File: src/rtl/hdb3_tx_sched.sv
// rtl/hdb3_tx_sched.sv - HDB3 encoder bit scheduler: rate divider, preamble/payload/gap framing, source mux
// Preamble phase is built only when HDB3_TX_SCHED_PREAMBLE_EN is defined.
module hdb3_tx_sched #(
  parameter int          NSRC        = 4,
  parameter int          DIV         = 4,
  parameter int          PRE_EN_LEN  = 8,
  parameter logic [31:0] PRE_PATTERN = 32'hAA,
  parameter int          PAY_LEN     = 32,
  parameter int          GAP_LEN     = 4,
  parameter int          NFRAMES     = 0
) (
  input  logic            clk_i,
  input  logic            rst_i,
  input  logic            start_i,
  input  logic            stop_i,
  input  logic [1:0]      src_sel_i,
  input  logic [NSRC-1:0] src_bit_i,
  output logic [NSRC-1:0] src_shift_o,
  output logic            enc_bit_o,
  output logic            enc_valid_o,
  output logic            busy_o,
  output logic            frame_done_o,
  output logic [15:0]     frame_cnt_o
);

  localparam int            DW       = (DIV > 1) ? $clog2(DIV) : 1;
  localparam logic [DW-1:0] DIV_LAST = DW'(DIV - 1);
  localparam logic [15:0]   PAY_LAST = 16'(PAY_LEN - 1);
  localparam logic [15:0]   GAP_LAST = (GAP_LEN > 0) ? 16'(GAP_LEN - 1) : 16'd0;
  localparam logic [15:0]   NF       = 16'(NFRAMES);

`ifdef HDB3_TX_SCHED_PREAMBLE_EN
  typedef enum logic [1:0] {ST_IDLE, ST_PRE, ST_PAY, ST_GAP} state_t;
  localparam state_t        ST_FIRST  = ST_PRE;
  localparam logic [15:0]   PRE_LAST  = 16'(PRE_EN_LEN - 1);
  localparam logic [4:0]    PRE_LAST5 = 5'(PRE_EN_LEN - 1);
  logic [4:0] pre_pos;
`else
  typedef enum logic [1:0] {ST_IDLE, ST_PAY, ST_GAP} state_t;
  localparam state_t        ST_FIRST  = ST_PAY;
  logic pre_unused;
  assign pre_unused = ^{PRE_PATTERN, 32'(PRE_EN_LEN)};
`endif

  state_t         state_q, state_d;
  logic [DW-1:0]  div_cnt_q, div_cnt_d;
  logic [15:0]    bit_idx_q, bit_idx_d;
  logic [1:0]     sel_q, sel_d;
  logic           stop_req_q, stop_req_d;
  logic           busy_q, busy_d;
  logic           enc_bit_q, enc_bit_d;
  logic           enc_valid_q, enc_valid_d;
  logic           frame_done_q, frame_done_d;
  logic [15:0]    frame_cnt_q, frame_cnt_d;

  logic accept;
  logic tick;
  logic sel_bit;
  logic phase_bit;
  logic last_bit;
  logic frame_end;
  logic finish;

  // busy_q stays high through the final strobe cycle, which also blocks a same-cycle restart
  assign accept = (state_q == ST_IDLE) && !busy_q && start_i && !stop_i;
  assign tick   = (state_q != ST_IDLE) && (div_cnt_q == DIV_LAST);
  assign finish = stop_req_q || stop_i || ((NFRAMES != 0) && ((frame_cnt_q + 16'd1) == NF));

`ifdef HDB3_TX_SCHED_PREAMBLE_EN
  assign pre_pos = PRE_LAST5 - bit_idx_q[4:0];
`endif

  always_comb begin
    sel_bit = 1'b0;
    for (int k = 0; k < NSRC; k++) begin
      if (sel_q == 2'(k)) sel_bit = src_bit_i[k];
    end
  end

  always_comb begin
    src_shift_o = '0;
    for (int k = 0; k < NSRC; k++) begin
      src_shift_o[k] = tick && (state_q == ST_PAY) && (sel_q == 2'(k));
    end
  end

  always_comb begin
    state_d   = state_q;
    bit_idx_d = bit_idx_q;
    phase_bit = 1'b0;
    last_bit  = 1'b0;
    frame_end = 1'b0;
    case (state_q)
`ifdef HDB3_TX_SCHED_PREAMBLE_EN
      ST_PRE: begin
        phase_bit = PRE_PATTERN[pre_pos];
        last_bit  = (bit_idx_q == PRE_LAST);
      end
`endif
      ST_PAY: begin
        phase_bit = sel_bit;
        last_bit  = (bit_idx_q == PAY_LAST);
      end
      ST_GAP: begin
        last_bit  = (bit_idx_q == GAP_LAST);
      end
      default: ;
    endcase

    if (accept) begin
      state_d   = ST_FIRST;
      bit_idx_d = '0;
    end else if (tick) begin
      bit_idx_d = last_bit ? 16'd0 : bit_idx_q + 16'd1;
      if (last_bit) begin
        case (state_q)
`ifdef HDB3_TX_SCHED_PREAMBLE_EN
          ST_PRE: state_d = ST_PAY;
`endif
          ST_PAY: begin
            if (GAP_LEN > 0) state_d = ST_GAP;
            else             frame_end = 1'b1;
          end
          ST_GAP: frame_end = 1'b1;
          default: ;
        endcase
      end
      if (frame_end) state_d = finish ? ST_IDLE : ST_FIRST;
    end
  end

  always_comb begin
    div_cnt_d    = (accept || tick || (state_q == ST_IDLE)) ? '0 : div_cnt_q + DW'(1);
    busy_d       = accept || (state_q != ST_IDLE);
    sel_d        = sel_q;
    if (accept) sel_d = (int'(src_sel_i) < NSRC) ? src_sel_i : 2'd0;
    stop_req_d   = (state_q != ST_IDLE) && (state_d != ST_IDLE) && (stop_req_q || stop_i);
    enc_valid_d  = tick;
    enc_bit_d    = tick ? phase_bit : ((state_q == ST_IDLE) ? 1'b0 : enc_bit_q);
    frame_done_d = frame_end;
    frame_cnt_d  = frame_cnt_q;
    if (accept)         frame_cnt_d = 16'd0;
    else if (frame_end) frame_cnt_d = frame_cnt_q + 16'd1;
  end

  always_ff @(posedge clk_i or posedge rst_i) begin
    if (rst_i) begin
      state_q      <= ST_IDLE;
      div_cnt_q    <= '0;
      bit_idx_q    <= '0;
      sel_q        <= '0;
      stop_req_q   <= 1'b0;
      busy_q       <= 1'b0;
      enc_bit_q    <= 1'b0;
      enc_valid_q  <= 1'b0;
      frame_done_q <= 1'b0;
      frame_cnt_q  <= '0;
    end else begin
      state_q      <= state_d;
      div_cnt_q    <= div_cnt_d;
      bit_idx_q    <= bit_idx_d;
      sel_q        <= sel_d;
      stop_req_q   <= stop_req_d;
      busy_q       <= busy_d;
      enc_bit_q    <= enc_bit_d;
      enc_valid_q  <= enc_valid_d;
      frame_done_q <= frame_done_d;
      frame_cnt_q  <= frame_cnt_d;
    end
  end

  assign enc_bit_o    = enc_bit_q;
  assign enc_valid_o  = enc_valid_q;
  assign busy_o       = busy_q;
  assign frame_done_o = frame_done_q;
  assign frame_cnt_o  = frame_cnt_q;

endmodule

File: config.mk
export PLATFORM = sky130hd
export DESIGN_NAME = hdb3_tx_sched
export DESIGN_NICKNAME = d
export VERILOG_FILES = /design/src/rtl/hdb3_tx_sched.sv
export SDC_FILE = /design/constraint.sdc
export NUM_CORES = 1
export LEC_CHECK = 0
export CAP_MARGIN = 10
export CORE_MARGIN = 10
export CORE_UTILIZATION = 34
export CTS_BUF_LIST = sky130_fd_sc_hd__clkbuf_4 sky130_fd_sc_hd__clkbuf_8
export DETAILED_ROUTE_END_ITERATION = 10
export HOLD_SLACK_MARGIN = 0.02
export PLACE_DENSITY = 0.61
export SLEW_MARGIN = 20
export SYNTH_ARGS = -nofsm -noshare
export SYNTH_HDL_FRONTEND = slang
export SYNTH_SLANG_ARGS = --single-unit
File: constraint.sdc
create_clock -name clk_i -period 2.6 [get_ports clk_i]
set_clock_uncertainty 0.05 [all_clocks]
set_input_delay 0.26 -clock clk_i [delete_from_list [all_inputs] [get_ports clk_i]]
set_output_delay 0.26 -clock clk_i [all_outputs]
set_load 0.03 [all_outputs]
==> results.yml, run 1 <==
yosys:
  yosys_most_used_dff: "dfrtp_1"
  synth_seq_cells: 43
  synth_area_leaders: "dfrtp_1 (47%), nand2_1 (4.0%), nor2_1 (4.0%)"
  syn_nets: 246
  synth.distinct_cells: 40
  netlist_area_um2: 2270
  synthesis.area_per_instance_um2: 9.92
  yosysWarnings: 0
  synth_top_area_share_pct: 47.4
  postSynth.asyncResetShare_pct: 100
  netlist.top_cell.by_area: "dfrtp_1"
  synthCells: 229
  synth-edff-count: 0
  yosysSeqAreaShare_pct: 47.4
global_route:
  grt_usage_pct: 10.2
  grt_remaining_overflow: 0
  grt_max_degree: 44
  antenna_found_initial: 0
  grt_pass1_wl_mm: 8.68
  grt_pass1_vias: 1869
sta:
  hold_viol: 0
  fin_crit_sh_pct: 94.5
  fmax_mhz: 407
  drv_slew: 0
  grt_setup_unrepaired: "yes"
  maxSlewHeadroom_pct: 65.1
  worst_pin_slew_ns: 0.523
  setup_viol: 0
  whs_ns: 0.346
  tns_ns: 0
  period_minus_slack_ns: 2.46
route:
  wire_per_inst_um: 13.8
  drtIter0Drc: 47
  vias: 1781
  drc: 0
  drtAntennaViolNets: 0
  dr.pass1.iters: 4
  vias_per_cell: 5.07
  wirelength_mm: 4.86
worst_setup_path:
  r2r-start: "state_q[0]$_DFF_PP0_"
  path_class: "reg -> out"
  arrival_ns: 2.15
  required_ns: 2.29
  end_kind: "output pin"
  r2r_slack_ns: 0.16
  rr_worst_depth: 7
  r2r_end: "stop_req_q$_DFF_PP0_"
  critPathMaxFanout: 10
  start_kind: "flop"
worst_hold_path:
  hold_class: "in -> async"
clock_network:
  clock_latency_ns: 0.30
  clockBufferDepth: 2
  cts_sinks: 43
  cts-root-buf: "clkbuf_8"
  path_clk_slew_ns: 0.08
  cts_buffers: 5
  cts_max_level: 2
  holdBufCountCts: 0
  cts_tree: "done"
finish:
  design_area_um2: 2900
  layout_commonest_cell: "dfrtp_1"
  syn2layout_area_growth_pct: 27.6
  drive_gt1_share_pct: 12.4
  nFillCells: 597
  diodes: 0
  nets: 290
  finalNonFillerCells: 351
  mostFrequentLayoutCells: "dfrtp_1 (43), clkdlybuf4s50_1 (29), nor2_1 (24), nand2_1 (24), buf_4 (12)"
power_and_ir_drop:
  p_per_area_nw_per_um2: 457
  ir_drop_uv: 287
  leakagePower_nw: 1.22
  fin_total_pwr_mw: 1.32
placed_design:
  dp_hpwl_mm: 3.67
  routabilityCongestion: 0.783
  place_area_um2: 2750
  port_buffers: 33
  dp_cells: 342
die:
  die_area_um2: 10300
  die_y_um: 102
  start_util_pct: 35.4
  die_w_um: 102
  rows: 29
  core_area_um2: 6420
  ios: 34
status:
  status: "complete, no violations"
run:
  cap_violations: 0
-- critical path: stages, from the launching register on --
cell and delay, ns:
dfrtp_1 0.39, inv_1 0.10, ha_1 0.22, nand2b_1 0.32, inv_1 0.14, buf_4 0.17
nand2_1 0.10, nor3b_1 0.20, buf_4 0.19
-- how the worst max path moves through the flow --
stage | start | endpoint | slack [ns] | depth (start not counted)
6_report | state_q[0]$_DFF_PP0_ | src_shift_o[2] | 0.14 | 8
5_1_grt | state_q[0]$_DFF_PP0_ | src_shift_o[2] | -0.02 | 8
4_1_cts | state_q[0]$_DFF_PP0_ | stop_req_q$_DFF_PP0_ | 0.09 | 7
3_5_place_dp | state_q[0]$_DFF_PP0_ | stop_req_q$_DFF_PP0_ | 0.10 | 7
3_3_place_gp | state_q[0]$_DFF_PP0_ | stop_req_q$_DFF_PP0_ | 0.18 | 7
2_1_floorplan | state_q[0]$_DFF_PP0_ | src_shift_o[2] | 0.08 | 7
-- cell usage after synthesis (all sizes together) (2+ instances only) --
cell	n
dfrtp	43
nand2	24
nor2	24
a21oi	11
nand3	11
o21ai	11
inv	10
nand4	10
xnor2	10
xor2	10
ha	7
or3	6
and3	5
nor3	5
nor4	5
clkbuf	4
and4	3
nand2b	3
nor3b	3
or4	3
and2	2
o211ai	2
o31ai	2
or4b	2
-- power by group --
| group | total, mW | internal (mW) | leakage, nW | switching (mW) |
|---|---|---|---|---|
| clock network | 0.621 | 0.394 | 0.0688 | 0.227 |
| logic | 0.0344 | 0.0166 | 0.681 | 0.0178 |
| registers | 0.669 | 0.669 | 0.469 | 0.000359 |
-- logic make-up (layout without fill, tap and decap cells) --
group,count (synthesis),after routing,synth area share (%)
and+or+nand+nor,111,111,29.0
DFF,43,43,47.4
AOI/OAI and AO/OA,30,30,7.55
xor gates and xnor gates,20,20,7.71
buffers and inverters,15,60,2.53
adders and majority gates,7,7,3.86
muxes,3,3,1.93
-- per-stage QoR --
stage          utilization, %  worst slack, ns
2_1_floorplan               -           0.0832
3_3_place_gp             42.7            0.183
3_5_place_dp             42.7            0.105
4_1_cts                  44.8           0.0853
5_1_grt                  45.1          -0.0166
6_report                 45.1            0.144
-- sequential cells by signal, summed over array words and instances (netlist names) --
signal,cells
bit_idx_q,16
busy_o,1
enc_valid_o,1
frame_done_o,1
frame_cnt_o,16
stop_req_q,1
state_q,2
sel_q,2
div_cnt_q,2
enc_bit_o,1
-- cell type report --
class | instances | area (µm²) | area share (%)
clock buffers | 6 | 76.3 | 2.63
clock inverters | 2 | 60.1 | 2.07
inverters | 10 | 37.5 | 1.30
multi-input cells | 171 | 1160 | 40.1
flip-flops and latches | 43 | 1080 | 37.1
well taps | 77 | 96.3 | 3.32
repair buffers | 42 | 389 | 13.4
-- timing repair --
action / CTS / global route
setup endpoints to repair: 1 / 13
pin swaps: 0 / 2
hold endpoints to repair: 0 / 0
gates cloned: 0 / 0
setup buffers: 0 / 1
gates resized for setup: 1 / 2
-- layer usage --
| metal | vias to the layer above | share of wire [%] | GRT usage, % |
|---|---|---|---|
| met3 | 6 | 6.7 | 3.34 |
| met1 | 854 | 45 | 12.4 |
| met2 | 24 | 47 | 16.7 |
| met4 | 0 | 0.93 | 3.30 |
| met5 | - | 0 | 0 |
| li1 | 897 | - | - |
Power figures use the tool's default switching activity.
==> run 2: changes to the inputs <==
PLACE_DENSITY = 0.51   (was 0.61)
==> results.yml, run 2 (synthesized netlist as in run 1, its figures left out) <==
placed_design:
  place_area_um2: 2770
  routabilityCongestion: 0.790
  dp_cells: 346
  port_buffers: 33
  dpl_worst_slack_ns: 0.182
  dp_hpwl_mm: 3.96
power_and_ir_drop:
  ir_drop_uv: 248
  p_per_area_nw_per_um2: 459
  leakagePower_nw: 1.24
route:
  wirelength_mm: 5.41
  dr.pass1.iters: 5
  drtAntennaViolNets: 0
  drc: 0
  drtIter0Drc: 57
  wire_per_inst_um: 15.3
  vias_per_cell: 5.12
  vias: 1813
die:
  die_w_um: 102
  start_util_pct: 35.4
  die_y_um: 102
  die_area_um2: 10300
  rows: 29
  ios: 34
  core_area_um2: 6420
finish:
  drive_gt1_share_pct: 13.7
  finalNonFillerCells: 354
  nFillCells: 625
  mostFrequentLayoutCells: "dfrtp_1 (43), clkdlybuf4s50_1 (29), nor2_1 (24), nand2_1 (24), buf_4 (16)"
  diodes: 0
  syn2layout_area_growth_pct: 28.2
  design_area_um2: 2910
  layout_commonest_cell: "dfrtp_1"
  fin_util_pct: 45.3
  nets: 293
global_route:
  grt_max_degree: 44
  grt_pass1_vias: 1865
  antenna_found_initial: 0
  grt_pass1_wl_mm: 9.32
  grt_usage_pct: 11.1
  grt_remaining_overflow: 0
worst_setup_path:
  r2r_end: "stop_req_q$_DFF_PP0_"
  arrival_ns: 2.63
  path_class: "reg -> reg"
  rr_worst_depth: 7
  start_kind: "flop"
  end_kind: "flop"
  required_ns: 2.74
  r2r-start: "state_q[0]$_DFF_PP0_"
  critPathMaxFanout: 4
  r2r_slack_ns: 0.11
clock_network:
  cts_max_level: 2
  clock_latency_ns: 0.30
  holdBufCountCts: 0
  clockBufferDepth: 2
  cts-root-buf: "clkbuf_8"
  path_clk_slew_ns: 0.09
  cts_buffers: 5
  cts_sinks: 43
  cts_tree: "done"
sta:
  worst_pin_slew_ns: 0.560
  setup_viol: 0
  grt_setup_unrepaired: "no"
  tns_ns: 0
  drv_slew: 0
  fin_crit_sh_pct: 95.8
  fin_ws_ns: 0.110
  hold_viol: 0
  maxSlewHeadroom_pct: 62.7
  fmax_mhz: 402
  period_minus_slack_ns: 2.49
run:
  cap_violations: 0
status:
  status: "complete, no violations"
worst_hold_path:
  hold_class: "in -> async"
## run 2: how the worst max path moves through the flow
stage | start | endpoint | slack (ns) | depth (start not counted)
4_1_cts | state_q[0]$_DFF_PP0_ | stop_req_q$_DFF_PP0_ | 0.12 | 7
3_5_place_dp | state_q[0]$_DFF_PP0_ | stop_req_q$_DFF_PP0_ | 0.18 | 7
6_report | state_q[0]$_DFF_PP0_ | stop_req_q$_DFF_PP0_ | 0.11 | 7
5_1_grt | state_q[0]$_DFF_PP0_ | stop_req_q$_DFF_PP0_ | 0.006 | 7
3_3_place_gp | state_q[0]$_DFF_PP0_ | stop_req_q$_DFF_PP0_ | 0.21 | 7
2_1_floorplan | state_q[0]$_DFF_PP0_ | src_shift_o[2] | 0.08 | 7
## run 2: stage by stage
| stage | hold WS, ns | power, mW |
|---|---|---|
| floorplan | 0.315 | 0.697 |
| global placement | 0.372 | 0.719 |
| detailed placement | 0.377 | 0.719 |
| CTS | 0.378 | 1.36 |
| global route | 0.402 | 1.38 |
| finish | 0.348 | 1.34 |
## run 2: report_power, final
| group | switching [mW] | leakage, nW | internal, mW | total, mW |
|---|---|---|---|---|
| clock network | 0.236 | 0.0688 | 0.395 | 0.631 |
| logic | 0.0186 | 0.698 | 0.0166 | 0.0352 |
| registers | 0.000414 | 0.469 | 0.669 | 0.669 |
## run 2: layout make-up
cell class	count	area, µm²	share of cell area [%]
Multi-Input combinational cell	171	1150	39.7
Sequential cell	43	1080	37.0
Timing Repair Buffer	45	410	14.1
Tap cell	77	96.3	3.31
Clock buffer	6	76.3	2.62
Clock inverter	2	60.1	2.06
Inverter	10	37.5	1.29
## run 2: per-layer routing
metal / global-route usage (%) / vias up / wire (µm)
li1: - / 906 / -
met1: 13.8 / 874 / 2550
met2: 18.2 / 27 / 2530
met3: 3.27 / 6 / 257
met4: 3.30 / 0 / 64
met5: 0 / - / 0
## run 2: critical path: stages (launching register included)
cell and delay (ns):
dfrtp_1 0.42, inv_1 0.13, ha_1 0.19, or4b_4 0.50, and2_1 0.20, nor4_2 0.22, mux2_2 0.39, a221oi_1 0.29
## run 2: what timing repair did
item                                    CTS  global route
endpoints found under the setup margin    0             2
buffers inserted                          0             0
resized for setup                         0             1
endpoints found under the hold margin     0             0
